File: src/rtl/disp_pkg.sv
// Shared constants for the multiplexed 7-segment display path.
// Segment patterns are active-low, bit6=g ... bit0=a.
package disp_pkg;

  localparam logic [6:0] SEG_BLANK = 7'h7F;
  localparam logic [6:0] SEG_DASH  = 7'b0111111;

  localparam logic [1:0] DIG_H = 2'd0;
  localparam logic [1:0] DIG_T = 2'd1;
  localparam logic [1:0] DIG_U = 2'd2;

  localparam logic [6:0] SEG_0 = 7'b1000000;
  localparam logic [6:0] SEG_1 = 7'b1111001;
  localparam logic [6:0] SEG_2 = 7'b0100100;
  localparam logic [6:0] SEG_3 = 7'b0110000;
  localparam logic [6:0] SEG_4 = 7'b0011001;
  localparam logic [6:0] SEG_5 = 7'b0010010;
  localparam logic [6:0] SEG_6 = 7'b0000010;
  localparam logic [6:0] SEG_7 = 7'b1111000;
  localparam logic [6:0] SEG_8 = 7'b0000000;
  localparam logic [6:0] SEG_9 = 7'b0010000;

  typedef struct packed {
    logic [3:0] hundreds;
    logic [3:0] tens;
    logic [3:0] units;
  } bcd3_t;

  // Active-low enable for the digit selected by the scan index.
  function automatic logic [2:0] digit_enable(input logic [1:0] idx);
    logic [2:0] an;
    case (idx)
      DIG_H:   an = 3'b011;
      DIG_T:   an = 3'b101;
      DIG_U:   an = 3'b110;
      default: an = 3'b111;
    endcase
    return an;
  endfunction

endpackage

File: src/rtl/bcd_seg_lut.sv
// BCD digit to active-low 7-segment pattern; non-decimal codes show a dash.
module bcd_seg_lut
  import disp_pkg::*;
(
  input  logic [3:0] digit,
  output logic [6:0] seg
);

  // Pattern lookup
  always_comb begin
    seg = SEG_DASH;
    case (digit)
      4'd0:    seg = SEG_0;
      4'd1:    seg = SEG_1;
      4'd2:    seg = SEG_2;
      4'd3:    seg = SEG_3;
      4'd4:    seg = SEG_4;
      4'd5:    seg = SEG_5;
      4'd6:    seg = SEG_6;
      4'd7:    seg = SEG_7;
      4'd8:    seg = SEG_8;
      4'd9:    seg = SEG_9;
      default: seg = SEG_DASH;
    endcase
  end

endmodule

File: src/rtl/seg_scan_mux.sv
// Three-digit common-anode display scanner with double-buffered digits,
// leading-zero blanking, PWM brightness and per-slot dead time.
module seg_scan_mux
  import disp_pkg::*;
#(
  parameter logic [15:0] SCAN_DIV      = 16'd50000,
  parameter logic [7:0]  DEAD_CYC      = 8'd2,
  parameter bit          BLANK_LEADING = 1'b1
) (
  input  logic       clk,
  input  logic       rst,
  input  logic [3:0] hundreds,
  input  logic [3:0] tens,
  input  logic [3:0] units,
  input  logic       load,
  input  logic [2:0] brightness,
  output logic [6:0] seg,
  output logic [2:0] an,
  output logic       frame_start,
  output logic       pending
);

  localparam logic [19:0] SLOT_EIGHTH = {4'd0, SCAN_DIV >> 3};

  logic [15:0] p_r;
  logic [1:0]  idx_r;
  bcd3_t       shadow_r;
  bcd3_t       active_r;
  logic        pending_r;
  logic [6:0]  seg_r;
  logic [2:0]  an_r;
  logic        frame_start_r;

  logic        slot_end_s;
  logic        swap_s;
  logic [19:0] thresh_s;
  logic [3:0]  digit_s;
  logic        blank_s;
  logic        lit_s;
  logic [6:0]  pat_s;

  assign slot_end_s = (p_r == (SCAN_DIV - 16'd1));
  assign swap_s     = slot_end_s && (idx_r == DIG_U) && pending_r;
  assign thresh_s   = ({17'd0, brightness} + 20'd1) * SLOT_EIGHTH;

  // Digit selection and leading-zero blanking for the current slot
  always_comb begin
    digit_s = active_r.units;
    blank_s = 1'b0;
    case (idx_r)
      DIG_H: begin
        digit_s = active_r.hundreds;
        blank_s = BLANK_LEADING && (active_r.hundreds == 4'd0);
      end
      DIG_T: begin
        digit_s = active_r.tens;
        blank_s = BLANK_LEADING && (active_r.hundreds == 4'd0) && (active_r.tens == 4'd0);
      end
      DIG_U: begin
        digit_s = active_r.units;
        blank_s = 1'b0;
      end
      default: begin
        digit_s = active_r.units;
        blank_s = 1'b1;
      end
    endcase
  end

  // Dead time at slot start, PWM cut-off at the brightness threshold
  assign lit_s = ({4'd0, p_r} >= {12'd0, DEAD_CYC}) && ({4'd0, p_r} < thresh_s) && !blank_s;

  bcd_seg_lut u_lut (
    .digit (digit_s),
    .seg   (pat_s)
  );

  // Slot prescaler and digit index
  always_ff @(posedge clk or posedge rst) begin
    if (rst) begin
      p_r   <= 16'd0;
      idx_r <= DIG_H;
    end else if (slot_end_s) begin
      p_r   <= 16'd0;
      idx_r <= (idx_r == DIG_U) ? DIG_H : idx_r + 2'd1;
    end else begin
      p_r   <= p_r + 16'd1;
    end
  end

  // Shadow/active double buffer; a load coinciding with the swap stays pending
  always_ff @(posedge clk or posedge rst) begin
    if (rst) begin
      shadow_r  <= '0;
      active_r  <= '0;
      pending_r <= 1'b0;
    end else begin
      if (swap_s) begin
        active_r <= shadow_r;
      end
      if (load) begin
        shadow_r  <= '{hundreds: hundreds, tens: tens, units: units};
        pending_r <= 1'b1;
      end else if (swap_s) begin
        pending_r <= 1'b0;
      end
    end
  end

  // Registered display outputs, one cycle behind the scan position
  always_ff @(posedge clk or posedge rst) begin
    if (rst) begin
      seg_r         <= SEG_BLANK;
      an_r          <= 3'b111;
      frame_start_r <= 1'b0;
    end else begin
      seg_r         <= lit_s ? pat_s : SEG_BLANK;
      an_r          <= lit_s ? digit_enable(idx_r) : 3'b111;
      frame_start_r <= (p_r == 16'd0) && (idx_r == DIG_H);
    end
  end

  assign seg         = seg_r;
  assign an          = an_r;
  assign frame_start = frame_start_r;
  assign pending     = pending_r;

endmodule

File: config.mk
export PLATFORM = sky130hd
export DESIGN_NAME = seg_scan_mux
export DESIGN_NICKNAME = d
export VERILOG_FILES = /design/src/rtl/disp_pkg.sv /design/src/rtl/bcd_seg_lut.sv /design/src/rtl/seg_scan_mux.sv
export SDC_FILE = /design/constraint.sdc
export NUM_CORES = 1
export LEC_CHECK = 0
export ABC_AREA = 1
export BUFFER_PORTS_ARGS = -buffer_cell sky130_fd_sc_hd__buf_2
export CORE_ASPECT_RATIO = 1.25
export CORE_MARGIN = 2
export CORE_UTILIZATION = 50
export CTS_CLUSTER_DIAMETER = 60
export DETAILED_ROUTE_END_ITERATION = 16
export PLACE_DENSITY_LB_ADDON = 0.05
export REMOVE_ABC_BUFFERS = 1
export SLEW_MARGIN = 25
export SYNTH_ARGS = -nofsm -noshare
export SYNTH_HDL_FRONTEND = slang
export SYNTH_HIERARCHICAL = 1
export SYNTH_SLANG_ARGS = --single-unit
File: constraint.sdc
create_clock -name clk -period 4.49 [get_ports clk]
set_clock_uncertainty 0.05 [all_clocks]
set_input_delay 0.2245 -clock clk [delete_from_list [all_inputs] [get_ports clk]]
set_output_delay 0.2245 -clock clk [all_outputs]
set_load 0.03 [all_outputs]
==> results.json <==
{
  "yosys_register_bits": 54,
  "syn_area_mm2": 0.00356,
  "hold_buffers": 1,
  "antenna_found_initial": 0,
  "yosysUniqueCellTypes": 34,
  "rsz0062_at_grt": "false",
  "hp-start": "tens[2]",
  "synth.largest_area_cell": "dfrtp_1",
  "synth-async-reset-ratio_pct": 100,
  "slew_violations": 0,
  "die_area_mm2": 0.00781,
  "viasPerCell": 4.96,
  "std_cell_rows": 34,
  "ys_warn_count": 6,
  "hold_viol_final": 0,
  "dp_cells": 552,
  "cts.sinks": 54,
  "place_hpwl_mm": 5.51,
  "max_freq_mhz": 273,
  "fin_nets": 529,
  "drive_above_1_share_pct": 17.4,
  "cpMaxStageDelayCell": "ha_1",
  "post-route-period-util_pct": 81.6,
  "cts_setup_buffers": 0,
  "worst_setup_path_end_kind": "flop",
  "setup_violations": 0,
  "diodes": 0,
  "cp.arrival_ns": 3.83,
  "critPathLaunchType": "input pin",
  "die_h_um": 98.3,
  "fin_cells": 560,
  "worstMarginPinSlew_ns": 0.637,
  "status": "finished, final reports clean",
  "crit_chain": "buf_2 > ha_1 > xnor2_1 > inv_1 > ha_1 > ha_1 > ha_1 > nand3_1 > nand3_1 > nand2_1 > nand2_1 > a31oi_1 > xor2_1 > ha_1 > a21oi_1 > nand2_1 > nand2_1 > nand2_1 > a21oi_4 > nand3_1",
  "die_w_um": 79.5,
  "numCtsBuffers": 5,
  "grt_max_degree": 55,
  "ir_worst_vdd_v": 0.000216,
  "gp_congestion": 0.811,
  "firstDrtPassIters": 4,
  "layout_commonest_cell": "nand2_1",
  "slew_headroom_pct": 57.5,
  "r2r_end": "seg[3]",
  "final_cell_area_mm2": 0.00390,
  "fin_tns_setup_ns": 0,
  "post-route-drc-count": 0,
  "wirelength_mm": 6.97,
  "holdWs_ns": 0.0756,
  "grt_usage_pct": 19.6,
  "maxCapViolCount": 0,
  "yosysTopAreaCellShare_pct": 30.9,
  "io_pins": 30,
  "power_density_mw_per_mm2": 253,
  "synth_flop_cell": "dfrtp_1",
  "yosysSeqAreaShare_pct": 38.3,
  "cts_buffer_depth": 2,
  "grt_pass1_vias": 2743,
  "clkSlewWorstSetupHoldPaths_ns": 0.09,
  "syn_to_final_growth_pct": 9.63,
  "cts_resized": 0,
  "vias": 2780,
  "root_buffer": "clkbuf_8",
  "postSynthCellCount": 437,
  "hold_path.class": "in -> reg",
  "clkLatencyLatePin_ns": 0.31,
  "grt-ovfl-total": 0,
  "dr.first_iter.drc_count": 106,
  "min_to": "shadow_r[6]",
  "core_area_mm2": 0.00693,
  "drt-wirelength-per-cell_um": 12.4,
  "cts_tree": "yes",
  "min_period_ns": 3.67,
  "grt_pass1_wl_mm": 12.1,
  "reg2reg_setup_slack_ns": 2.38,
  "cp_max_fo": 10,
  "io_buffers": 29,
  "startpoint": "brightness[0]",
  "htree_num_levels": 2,
  "worstSetupPathType": "in -> reg",
  "start_util_pct": 51.3,
  "postPlaceCellArea_mm2": 0.00379,
  "layout_common_cells": "nand2_1, inv_1, dfrtp_1",
  "hold_depth": 3,
  "antenna_left": 0,
  "rr_worst_depth": 10,
  "cp.required_ns": 4.65,
  "synth_edf_count": 0,
  "synthTopCellsByArea": "dfrtp_1, ha_1, nand2_1",
  "synth.avg_cell_area_um2": 8.14,
  "rr_startpoint": "idx_r[1]",
  "cp_slowest_stage_delay_ns": 0.36,
  "p_leak_nw": 2.02
}
## logic make-up after synthesis
group                    after synthesis  synth area share (%)
AO/OA/AOI/OAI                         49                  8.90
flip-flops                            54                  38.3
AND/OR/NAND/NOR                      197                  25.1
adder cells (fa/ha/maj)               41                  14.6
XOR/XNOR                              18                  4.43
buffers and inverters                 78                  8.65
## layout make-up
| type | instances | area (um2) |
|---|---|---|
| clock buffers | 5 | 68.8 |
| clock inverters | 2 | 33.8 |
| fillers | 682 | 3030 |
| inverters | 74 | 280 |
| multi-input cells | 305 | 1890 |
| flip-flops and latches | 54 | 1360 |
| well taps | 90 | 113 |
| repair buffers | 30 | 155 |
## per-stage QoR
step                worst slack, ns  utilization, %  power (mW)
floorplan                      1.04               -       0.634
global placement              0.645            54.6       0.683
detailed placement            0.487            54.6       0.686
CTS                           0.806            56.3        1.00
global route                  0.520            56.3        1.05
finish                        0.824            56.3       0.986
## state kept, by name, indices dropped and copies added, names as in the netlist
name	flops
idx_r	2
frame_start	1
active_r	12
an	3
shadow_r	12
pending	1
seg	7
p_r	16
## routing by layer
metal | global-route usage (%) | part of all wire (%)
met1 | 21.9 | 43
met2 | 37.6 | 53
met3 | 2.87 | 2.0
met4 | 5.70 | 1.4
met5 | 0 | 0
## synthesized netlist by cell type (2+ instances only)
| cell type | number |
|---|---|
| inv_2 | 4 |
| o21ai_2 | 13 |
| xnor2_1 | 11 |
| clkbuf_1 | 2 |
| buf_6 | 2 |
| nand2_1 | 96 |
| nor2_4 | 2 |
| nor3_1 | 4 |
| o21ai_0 | 18 |
| nand3_1 | 36 |
| ha_1 | 40 |
| dfrtp_1 | 44 |
| nor4_1 | 3 |
| nand4_1 | 6 |
| a21oi_1 | 11 |
| dfstp_2 | 10 |
| nand2_2 | 12 |
| nor2_1 | 32 |
| inv_1 | 70 |
| xor2_1 | 7 |
## worst max path at each step
stage	end	slack, ns	cells past startpoint
5_1_grt	seg[4]	0.52	20
2_1_floorplan	an[2]	1.04	21
4_1_cts	seg[6]	0.81	20
3_5_place_dp	an[0]	0.49	20
3_3_place_gp	an[2]	0.65	22
6_report	seg[0]	0.82	20
## worst max-delay path, delay by kind of cell
kind                       cells  cell delay, ns
AOI/OAI and AO/OA              3            0.60
adders and majority gates      5            1.48
buffers and inverters          2            0.30
and+or+nand+nor                8            0.70
xor gates and xnor gates       2            0.50
## where the power goes
| group | internal [mW] | total, mW | switching, mW |
|---|---|---|---|
| sequential | 0.496 | 0.499 | 0.00259 |
| combinational | 0.0668 | 0.177 | 0.110 |
| clock | 0.161 | 0.311 | 0.150 |
No activity file was read; power rests on OpenSTA's default activity.
